**config.mk**
```make
export PLATFORM = sky130hd
export DESIGN_NAME = axi_read_initiator
export DESIGN_NICKNAME = d
export VERILOG_FILES = /design/src/rtl/axi_pkg.sv /design/src/rtl/axi_rd_watchdog.sv /design/src/rtl/axi_read_initiator.sv
export SDC_FILE = /design/constraint.sdc
export NUM_CORES = 1
export LEC_CHECK = 0
export CORE_ASPECT_RATIO = 1.5
export CORE_MARGIN = 2
export CORE_UTILIZATION = 45
export CTS_BUF_LIST = sky130_fd_sc_hd__clkbuf_4
export CTS_CLUSTER_SIZE = 30
export DETAILED_ROUTE_END_ITERATION = 8
export PLACE_DENSITY = 0.8
export SLEW_MARGIN = 20
export SYNTH_ARGS = -nofsm -noshare
export SYNTH_HDL_FRONTEND = slang
export SYNTH_SLANG_ARGS = --single-unit
```
**constraint.sdc**
```tcl
create_clock -name clock -period 2.5 [get_ports clock]
set_clock_uncertainty 0.05 [all_clocks]
set_input_delay 0.25 -clock clock [delete_from_list [all_inputs] [get_ports clock]]
set_output_delay 0.25 -clock clock [all_outputs]
set_load 0.05 [all_outputs]
```
**src/rtl/axi_pkg.sv**
```systemverilog
// Shared AXI read-side types for the read initiator and its watchdog.
// Latency: none, declarations only.
// Backpressure: not applicable.
package axi_pkg;

    typedef enum logic [1:0] {
        OKAY   = 2'b00,
        EXOKAY = 2'b01,
        SLVERR = 2'b10,
        DECERR = 2'b11
    } axi_resp_e;

    localparam logic [1:0] AXI_BURST_INCR = 2'b01;

    typedef enum logic [1:0] {
        IDLE,
        ADDR,
        DATA
    } rd_state_e;

    typedef struct packed {
        logic [31:0] addr;
        logic [7:0]  len;
        logic [2:0]  size;
    } rd_req_t;

endpackage

```
**src/rtl/axi_rd_watchdog.sv**
```systemverilog
// No-progress cycle counter for one outstanding AXI read; TIMEOUT=0 disables it.
// Latency: expire rises combinationally in the TIMEOUT-th cycle without a clear.
// Backpressure: expire holds (counter saturates) until enable or clear drops.
module axi_rd_watchdog #(
    parameter int TIMEOUT = 1024
) (
    input  logic clock,
    input  logic reset,
    input  logic enable,
    input  logic clear,
    output logic expire
);
    localparam int CNT_W = (TIMEOUT > 0) ? $clog2(TIMEOUT + 1) : 1;
    localparam logic [CNT_W-1:0] LAST_CNT = (TIMEOUT > 0) ? CNT_W'(TIMEOUT - 1) : '0;

    logic [CNT_W-1:0] count;

    // Fires in the cycle whose closing edge would take the count to TIMEOUT,
    // so the abort lands exactly TIMEOUT cycles after the last progress.
    assign expire = (TIMEOUT != 0) && enable && (count == LAST_CNT);

    always_ff @(posedge clock) begin
        if (reset || !enable || clear) begin
            count <= '0;
        end else if (!expire) begin
            count <= count + CNT_W'(1);
        end
    end

endmodule

```
**src/rtl/axi_read_initiator.sv**
```systemverilog
// Core request -> single AXI4 AR burst, R beats through a one-entry response buffer.
// Latency: req hs N -> arvalid N+1; R hs M -> rsp_valid M+1 (3 cycles single beat, zero wait).
// Backpressure: rready = !rsp_valid || rsp_ready; watchdog aborts a stalled transaction.
module axi_read_initiator
    import axi_pkg::*;
#(
    parameter int ID_W    = 4,
    parameter int TXN_ID  = 0,
    parameter int TIMEOUT = 1024
) (
    input  logic            clock,
    input  logic            reset,

    input  logic            req_valid,
    output logic            req_ready,
    input  logic [31:0]     req_addr,
    input  logic [7:0]      req_len,
    input  logic [2:0]      req_size,

    output logic            rsp_valid,
    input  logic            rsp_ready,
    output logic [31:0]     rsp_data,
    output logic            rsp_last,
    output logic            rsp_err,

    output logic [31:0]     araddr,
    output logic            arvalid,
    input  logic            arready,
    output logic [ID_W-1:0] arid,
    output logic [7:0]      arlen,
    output logic [2:0]      arsize,
    output logic [1:0]      arburst,

    input  logic            rvalid,
    output logic            rready,
    input  logic [31:0]     rdata,
    input  logic [1:0]      rresp,
    input  logic            rlast,
    input  logic [ID_W-1:0] rid
);
    rd_state_e  state;
    rd_req_t    req_q;
    logic [7:0] beat;

    logic buf_free;
    logic wd_expire;
    logic abort;
    logic ar_hs;
    logic r_hs;
    logic beat_at_len;
    logic beat_err;

    assign req_ready   = (state == IDLE) && !reset;
    assign buf_free    = !rsp_valid || rsp_ready;
    assign ar_hs       = arvalid && arready;
    // An expired watchdog must not let a late beat slip in on the abort edge.
    assign rready      = (state == DATA) && buf_free && !wd_expire;
    assign r_hs        = rvalid && rready;
    assign abort       = wd_expire && buf_free && !ar_hs;
    assign beat_at_len = (beat == req_q.len);
    assign beat_err    = (rresp != OKAY) || (rid != ID_W'(TXN_ID)) || (rlast != beat_at_len);

    assign araddr  = req_q.addr;
    assign arlen   = req_q.len;
    assign arsize  = req_q.size;
    assign arburst = AXI_BURST_INCR;
    assign arid    = ID_W'(TXN_ID);

    axi_rd_watchdog #(
        .TIMEOUT (TIMEOUT)
    ) u_watchdog (
        .clock   (clock),
        .reset   (reset),
        .enable  (state != IDLE),
        .clear   (ar_hs || r_hs),
        .expire  (wd_expire)
    );

    always_ff @(posedge clock) begin
        if (reset) begin
            state     <= IDLE;
            req_q     <= '0;
            beat      <= '0;
            arvalid   <= 1'b0;
            rsp_valid <= 1'b0;
            rsp_data  <= '0;
            rsp_last  <= 1'b0;
            rsp_err   <= 1'b0;
        end else begin
            if (rsp_valid && rsp_ready) begin
                rsp_valid <= 1'b0;
            end
            unique case (state)
                IDLE: begin
                    if (req_valid && req_ready) begin
                        req_q   <= '{addr: req_addr, len: req_len, size: req_size};
                        arvalid <= 1'b1;
                        state   <= ADDR;
                    end
                end
                ADDR: begin
                    if (ar_hs) begin
                        arvalid <= 1'b0;
                        beat    <= '0;
                        state   <= DATA;
                    end else if (abort) begin
                        arvalid   <= 1'b0;
                        rsp_valid <= 1'b1;
                        rsp_data  <= '0;
                        rsp_last  <= 1'b1;
                        rsp_err   <= 1'b1;
                        state     <= IDLE;
                    end
                end
                DATA: begin
                    if (abort) begin
                        rsp_valid <= 1'b1;
                        rsp_data  <= '0;
                        rsp_last  <= 1'b1;
                        rsp_err   <= 1'b1;
                        state     <= IDLE;
                    end else if (r_hs) begin
                        rsp_valid <= 1'b1;
                        rsp_data  <= rdata;
                        rsp_last  <= beat_at_len || rlast;
                        rsp_err   <= beat_err;
                        beat      <= beat + 8'd1;
                        // Whichever of len or rlast comes first closes the burst.
                        if (beat_at_len || rlast) begin
                            state <= IDLE;
                        end
                    end
                end
                default: begin
                    arvalid <= 1'b0;
                    state   <= IDLE;
                end
            endcase
        end
    end

endmodule
```
==> impl_results.md, run 1 <==
* Clock Latency Late Sink at around 0.46 ns
* Placer Congestion at 0.795
* Final Worst Setup Slack at roughly 0.064 ns
* Netlist Area Pre-Place at 4510 µm²
* Cts bufs inserted at 9
* Yosys reg bits at 100
* Initial antenna violation count at 0
* Yosys Warn Count at 0
* Hold Crit Class: in -> reg
* Worst Tran Pin Value at 0.680 ns
* Synth Instances at 513
* CP max FO at 3
* Number of diodes at 0
* Vias in the first global route at slightly above 4000
* Clk slew on worst S/H paths at 0.15 ns
* Initial drt markers at roughly 230
* Tcrit/Tclk final at 0.974
* Critical Path Source Type: flop
* First-pass GRT wire length at ~20 mm
* Max cap viols at 0
* Post-CTS Setup Bufs at 0
* # IOs at roughly 180
* Detailed placement HPWL at 8.79 mm
* Status: completed
* Setup violators final at 0
* Hold_ws at about 0.25 ns
* Fraction of layout cells with a size suffix above 1 at 0.0590
* Place WS at -0.000972 ns
* Core ar. at 9690 µm²
* Worst-case reg-to-reg path depth at 7
* Worst vdd ir at about 0.00059 V
* Avg Cell Area, Syn at between 8 and 9 µm²
* Post-synth EDFFs at 0
* Average wire per standard cell at 15.1 µm
* Vias at a little over 4000
* PortBufs at 168
* CTS tree: built
* Max Buffers Root-to-Sink at 2
* Die Span Y at roughly 130 µm
* Initial core utilization at 0.465
* Ys flop type: dfxtp_1
* Critical path class: reg -> reg
* Fmax at just over 400 MHz
* Die width at about 86 µm
* Clock root cell: clkbuf_4
* Largest net degree at the start of global routing at 54
* Nets at around 770
* Min Tclk post-route at around 2.4 ns
* Vias per cell at a little over 5
* Syn-to-layout area delta at 41.8%
* LEAKAGE at 2.64 nW
* WL final at 12.0 mm
* Crit. End Element: flop
* Synth cell types at 49
* GRT Total Usage at 0.224
* Final routed DRC violation total at 0
* Hold Fails Final Rpt at 0
* Slew headroom at 0.545
* Synth async-reset ratio at 0
* Worst path required time at about 2.8 ns
* Total iterations of the first detailed-routing run at 4
* Worst hold path stage count at 3
* # rows at 44
* Seq/Total Area, Yosys at 0.444
* Crit path DAT at approximately 2.8 ns
* Clk sinks at 100
* RSZ-0062 raised after global routing: false
* Fin. max-slew vios at 0
* Post-route ant nets at 0
* Area of the die at roughly 11000 µm²
* Remaining Overflow, GRT at 0
* Htree depth at 3
* Power per cell area at roughly 700 nW/µm²
-- critical path, cell delays in order (launching register included) --
cell	delay, ns
dfxtp_1	0.37
xor2_1	0.18
nor4_2	0.32
nand2_1	0.12
ha_1	0.24
or3_1	0.40
a31oi_1	0.29
mux2_2	0.37
-- metrics by stage --
step | cell area, µm² | setup TNS (ns) | std cells | utilization | total power [W]
2_1_floorplan | 4520 | 0 | 517 | - | 0.00312
3_3_place_gp | 6230 | -0.00691 | 776 | 0.643 | 0.00360
3_5_place_dp | 6240 | -0.000972 | 777 | 0.644 | 0.00362
4_1_cts | 6390 | 0 | 793 | 0.659 | 0.00446
5_1_grt | 6390 | 0 | 793 | 0.660 | 0.00464
6_report | 6390 | 0 | 793 | 0.660 | 0.00443
-- where the power goes --
part           leakage, nW  switching (W)  total, W  internal, W
sequential           0.815      0.0000948   0.00184      0.00174
clock               0.0741       0.000530  0.000839     0.000309
combinational         1.76        0.00106   0.00175     0.000694
-- cells in the mapped netlist, types with 2 or more instances --
cell type / number / area (µm²)
a31oi_1: 4 / 25.0
inv_1: 8 / 30.0
o21ai_0: 9 / 45.0
or3_1: 5 / 31.3
xor2_1: 11 / 96.3
nor3_1: 2 / 10.0
nor4_1: 5 / 31.3
nor2_1: 20 / 75.1
dfxtp_1: 100 / 2000
and3_1: 2 / 12.5
buf_12: 3 / 60.1
o31ai_1: 2 / 15.0
nand3b_1: 43 / 323
a221oi_1: 3 / 26.3
o211ai_1: 3 / 22.5
conb_1: 2 / 7.51
nand2_1: 136 / 510
nor2b_1: 3 / 18.8
nand2b_1: 34 / 213
a21oi_1: 6 / 30.0
ha_1: 6 / 75.1
mux2i_1: 35 / 350
nand3_1: 6 / 30.0
clkbuf_1: 23 / 86.3
nand4_1: 4 / 25.0
buf_4: 6 / 45.0
xnor2_1: 4 / 35.0
and2_1: 3 / 18.8
mux2_2: 2 / 22.5
or4_1: 4 / 30.0
-- flip-flops by register name (all words and copies together), names as in the netlist --
| name | cells |
|---|---|
| araddr | 32 |
| arlen | 8 |
| arsize | 3 |
| arvalid | 1 |
| beat | 8 |
| rsp_data | 32 |
| rsp_err | 1 |
| rsp_last | 1 |
| rsp_valid | 1 |
| state | 2 |
| u_watchdog.count | 11 |
-- area by class of cell --
cell class                      instances  area [µm²]
Clock buffer                           10        75.1
Clock inverter                          5        52.6
Fill cell                             774        3300
Inverter                                9        33.8
Multi-Input combinational cell        374        2300
Sequential cell                       100        2000
Tap cell                              115         144
Timing Repair Buffer                  180        1780
-- cell usage in the layout (no fill, tap or decap), drive strengths merged, types with 5 or more instances in the layout --
cell           netlist  layout
conb                 2       6
nand3                6       6
nand2b              34      34
a21oi                6       6
nand4                5       5
xor2                11      11
clkbuf              23      10
inv                  8       9
mux2i               35      35
dfxtp              100     100
clkdlybuf4s50        0     165
ha                   6       6
nor4                 5       5
o21ai               10      10
or3                  5       5
nor2                20      20
nand2              136     136
buf                 11      13
nand3b              43      43
-- path summary, 6_finish.rpt --
kind              slack [ns]                              from                          endpoint
setup / recovery        0.06             arlen[3]$_SDFFE_PP0P_             state[0]$_SDFFE_PP0P_
hold / removal          0.25                      req_addr[31]           araddr[31]$_SDFFE_PP0P_
setup reg to reg        0.06             arlen[3]$_SDFFE_PP0P_             state[0]$_SDFFE_PP0P_
hold reg to reg         0.43  u_watchdog.count[1]$_SDFFE_PP0N_  u_watchdog.count[1]$_SDFFE_PP0N_
-- layer usage --
| metal | wire length (µm) | global-route usage | up-vias |
|---|---|---|---|
| met2 | 6100 | 0.387 | 148 |
| met3 | 946 | 0.0768 | 18 |
| li1 | - | - | 2025 |
| met1 | 4670 | 0.256 | 1878 |
| met5 | 0 | 0 | - |
| met4 | 232 | 0.0775 | 0 |
-- kinds of logic after synthesis --
| family | count (synthesis) | share of synthesized area |
|---|---|---|
| multiplexers | 37 | 0.0827 |
| other | 2 | 0.00167 |
| AO/OA/AOI/OAI | 36 | 0.0550 |
| adder cells (fa/ha/maj) | 6 | 0.0167 |
| buffers and inverters | 43 | 0.0536 |
| AND/OR/NAND/NOR | 274 | 0.317 |
| XOR/XNOR | 15 | 0.0291 |
| flip-flops | 100 | 0.444 |
-- repair_timing --
action                                  CTS  global route
hold buffers                              1             0
gates resized for setup                   3             2
hold endpoints to repair                  1             0
endpoints found under the setup margin    3             3
pin swaps                                 0             1
(Power assumes the default switching activity.)
==> run 2, diff against run 1 <==
--- a/config.mk
+++ b/config.mk
@@ -7,11 +7,11 @@
 export LEC_CHECK = 0
 export CORE_ASPECT_RATIO = 1.5
 export CORE_MARGIN = 2
-export CORE_UTILIZATION = 45
+export CORE_UTILIZATION = 41
 export CTS_BUF_LIST = sky130_fd_sc_hd__clkbuf_4
 export CTS_CLUSTER_SIZE = 30
 export DETAILED_ROUTE_END_ITERATION = 8
-export PLACE_DENSITY = 0.8
+export PLACE_DENSITY = 0.77
 export SLEW_MARGIN = 20
 export SYNTH_ARGS = -nofsm -noshare
 export SYNTH_HDL_FRONTEND = slang
==> constraint.sdc (replaced) <==
create_clock -name clock -period 2 [get_ports clock]
set_clock_uncertainty 0.05 [all_clocks]
set_input_delay 0.2 -clock clock [delete_from_list [all_inputs] [get_ports clock]]
set_output_delay 0.2 -clock clock [all_outputs]
set_load 0.05 [all_outputs]
==> run 2 against run 1 <==
  * The run now ends with setup timing left
  * Hold slack lost 0.048 ns
  * Clock power grew 31%
  * Die area grew 9.4%
  * Final cell count grew 12%
  * Power grew 40%
  * Largest cell class unchanged
  * Largest power group is now combinational cells
==> impl_results.md, run 2 (same netlist as run 1, synthesis figures left out) <==
* Status: finished with violations
* Failing checks: setup timing
* Fin. max-slew vios at 0 (unchanged)
* Post-layout util at 0.689 (+0.0292)
* Clk sinks at 100 (unchanged)
* # IOs at 175 (unchanged)
* Initial core utilization at 0.423 (-0.0419)
* Fraction of layout cells with a size suffix above 1 at 0.209 (+0.150)
* Tcrit/Tclk final at 1.15 (+0.176)
* Vias in the first global route at 4470 (+9.0%)
* LEAKAGE at 3.14 nW (+19%)
* Remaining Overflow, GRT at 0 (unchanged)
* Min Tclk post-route at 2.30 ns (-0.135 ns)
* Initial antenna violation count at 0 (unchanged)
* Clock Latency Late Sink at 0.46 ns (about the same)
* Final routed DRC violation total at 0 (unchanged)
* Worst hold path stage count at 3 (unchanged)
* RSZ-0062 raised after global routing: true
* Vias at 4384 (+7.7%)
* First-pass GRT wire length at 20.7 mm (+5.9%)
* Clk slew on worst S/H paths at 0.17 ns (+0.02 ns)
* Total iterations of the first detailed-routing run at 5 (+1)
* Logic pwr share at 0.453 (+0.057)
* Placed cell count at 853 (+9.8%)
* Worst path required time at 2.36 ns (-0.45 ns)
* Area of the die at 11900 µm² (+9.4%)
* Clock root cell: clkbuf_4
* Critical Path Source Type: flop
* Die Span Y at 132 µm (+4.6%)
* Part of the power in registers at 0.370 (-0.045)
* Crit path DAT at 2.66 ns (-0.09 ns)
* Syn-to-layout area delta at 62.7%
* Initial drt markers at 90 (-60%)
* WL final at 13.5 mm (+13%)
* Max Buffers Root-to-Sink at 2 (unchanged)
* # rows at 46 (+4.5%)
* Switching part of the total at 0.381 (+0.000515)
* PortBufs at 168 (unchanged)
* Cts bufs inserted at 9 (unchanged)
* CP max FO at 7 (+4)
* Hold Crit Class: in -> reg
* Most frequent cells in the layout: clkdlybuf4s50_1 (153), nand2_1 (135), dfxtp_1 (89), buf_4 (58), nand3b_1 (43)
* Slew headroom at 0.619 (+0.0740)
* Power per cell area at 847 nW/µm² (+22%)
* Average wire per standard cell at 15.2 µm (+0.84%)
* GRT Total Usage at 0.220 (-0.00445)
* Largest net degree at the start of global routing at 58 (+7.4%)
* Pint at 0.00385 W (+40%)
* Core ar. at 10600 µm² (+9.9%)
* Vias per cell at 4.93 (-3.9%)
* Worst Tran Pin Value at 0.569 ns (-0.111 ns)
* Worst-case reg-to-reg path depth at 10 (+3)
* Max cap viols at 0 (unchanged)
* Non-filler cells, final at 889 (+12%)
* Number of diodes at 0 (unchanged)
* Setup TNS at -12.79 ns (-12.79 ns)
* Die width at 89.6 µm (+4.5%)
* Detailed placement HPWL at 9.44 mm (+7.4%)
* Nets at 834 (+8.6%)
* Crit. End Element: flop
* Htree depth at 3 (unchanged)
* Most common cell after layout, fill and taps aside: clkdlybuf4s50_1
* Placer Congestion at 0.812 (+2.2%)
* NetSw at 0.00236 W (+40%)
* Setup violators final at 56 (+56)
* Clock Power Share at 0.177 (-0.012)
* Critical path class: reg -> reg
* Final Worst Setup Slack at -0.301 ns (-0.365 ns)
* Post-route ant nets at 0 (unchanged)
* Worst vdd ir at 0.000586 V (-0.20%)
* Hold Fails Final Rpt at 0 (unchanged)
* CTS tree: built
* Fmax at 435 MHz (+5.9%)
[run 2: cell types whose count changed in the layout (fill, tap and decap cells not counted), sizes merged]
cell / change
buf: +65
clkdlybuf4s50: -12
dlygate4sd2: +8
dlymetal6s2s: +3
inv: +3
clkinv: -2
clkbuf: +1
clkinvlp: +1
[run 2: power groups by stage]
stage               logic, W  clock network (W)  registers (W)
finish               0.00281            0.00110        0.00230
global route         0.00295            0.00123        0.00232
CTS                  0.00253            0.00114        0.00230
detailed placement   0.00245                  0        0.00234
global placement     0.00240                  0        0.00233
floorplan            0.00104                  0        0.00291
[run 2: final timing paths]
| kind | start | slack, ns | end |
|---|---|---|---|
| max | state[0]$_SDFFE_PP0P_ | -0.30 | rsp_data[2]$_SDFFE_PP0P_ |
| min | req_len[0] | 0.20 | arlen[0]$_SDFFE_PP0P_ |
| max reg2reg | state[0]$_SDFFE_PP0P_ | -0.30 | rsp_data[2]$_SDFFE_PP0P_ |
| min reg2reg | rsp_data[4]$_SDFFE_PP0P_ | 0.44 | rsp_data[4]$_SDFFE_PP0P_ |
[run 2: layout make-up]
| type | count | area [µm²] |
|---|---|---|
| Clock buffer | 9 | 67.6 |
| Clock inverter | 7 | 72.6 |
| Fill cell | 830 | 3310 |
| Inverter | 9 | 35.0 |
| Multi-Input combinational cell | 374 | 2530 |
| Sequential cell | 100 | 2030 |
| Tap cell | 144 | 180 |
| Timing Repair Buffer | 246 | 2420 |
[run 2: layer usage]
metal,track usage,up-vias,routed length [µm]
li1,-,2160,-
met1,0.235,2056,5120
met2,0.391,138,7100
met3,0.0626,30,913
met4,0.0904,0,383
met5,0,-,0
[run 2: stage by stage]
stage / power, W / cell area, µm² / setup WS (ns) / hold slack, ns
detailed placement: 0.00478 / 6720 / -0.384 / 0.414
floorplan: 0.00395 / 4580 / -0.183 / 0.248
finish: 0.00621 / 7330 / -0.301 / 0.199
global placement: 0.00473 / 6720 / -0.321 / 0.402
global route: 0.00650 / 7330 / -0.412 / 0.152
CTS: 0.00597 / 7080 / -0.251 / 0.174
[run 2: worst max-delay path: stages, from the launching register on]
cell and delay (ns):
dfxtp_2 0.37, inv_2 0.05, ha_4 0.16, nand4bb_4 0.25, buf_6 0.15, or3_4 0.39, and4_4 0.17, o21ai_4 0.17
buf_12 0.16, clkbuf_16 0.16, mux2i_1 0.19
[run 2: what timing repair did]
action,4_1_cts,5_1_grt
hold endpoints to repair,1,0
pin swaps,22,21
gates resized for setup,47,35
setup buffers,8,6
endpoints found under the setup margin,63,61
gates cloned,2,3
hold buffers,1,0
==> run 3, diff against run 2 <==
--- a/config.mk
+++ b/config.mk
@@ -7,11 +7,11 @@
 export LEC_CHECK = 0
 export CORE_ASPECT_RATIO = 1.5
 export CORE_MARGIN = 2
-export CORE_UTILIZATION = 41
+export CORE_UTILIZATION = 45
 export CTS_BUF_LIST = sky130_fd_sc_hd__clkbuf_4
 export CTS_CLUSTER_SIZE = 30
 export DETAILED_ROUTE_END_ITERATION = 8
-export PLACE_DENSITY = 0.77
+export PLACE_DENSITY = 0.8
 export SLEW_MARGIN = 20
 export SYNTH_ARGS = -nofsm -noshare
 export SYNTH_HDL_FRONTEND = slang
==> constraint.sdc (replaced) <==
create_clock -name clock -period 2.5 [get_ports clock]
set_clock_uncertainty 0.05 [all_clocks]
set_input_delay 0.25 -clock clock [delete_from_list [all_inputs] [get_ports clock]]
set_output_delay 0.25 -clock clock [all_outputs]
set_load 0.05 [all_outputs]
==> results of run 3 <==
Same layout as run 1: the final DEF is identical, and so are final timing and power.
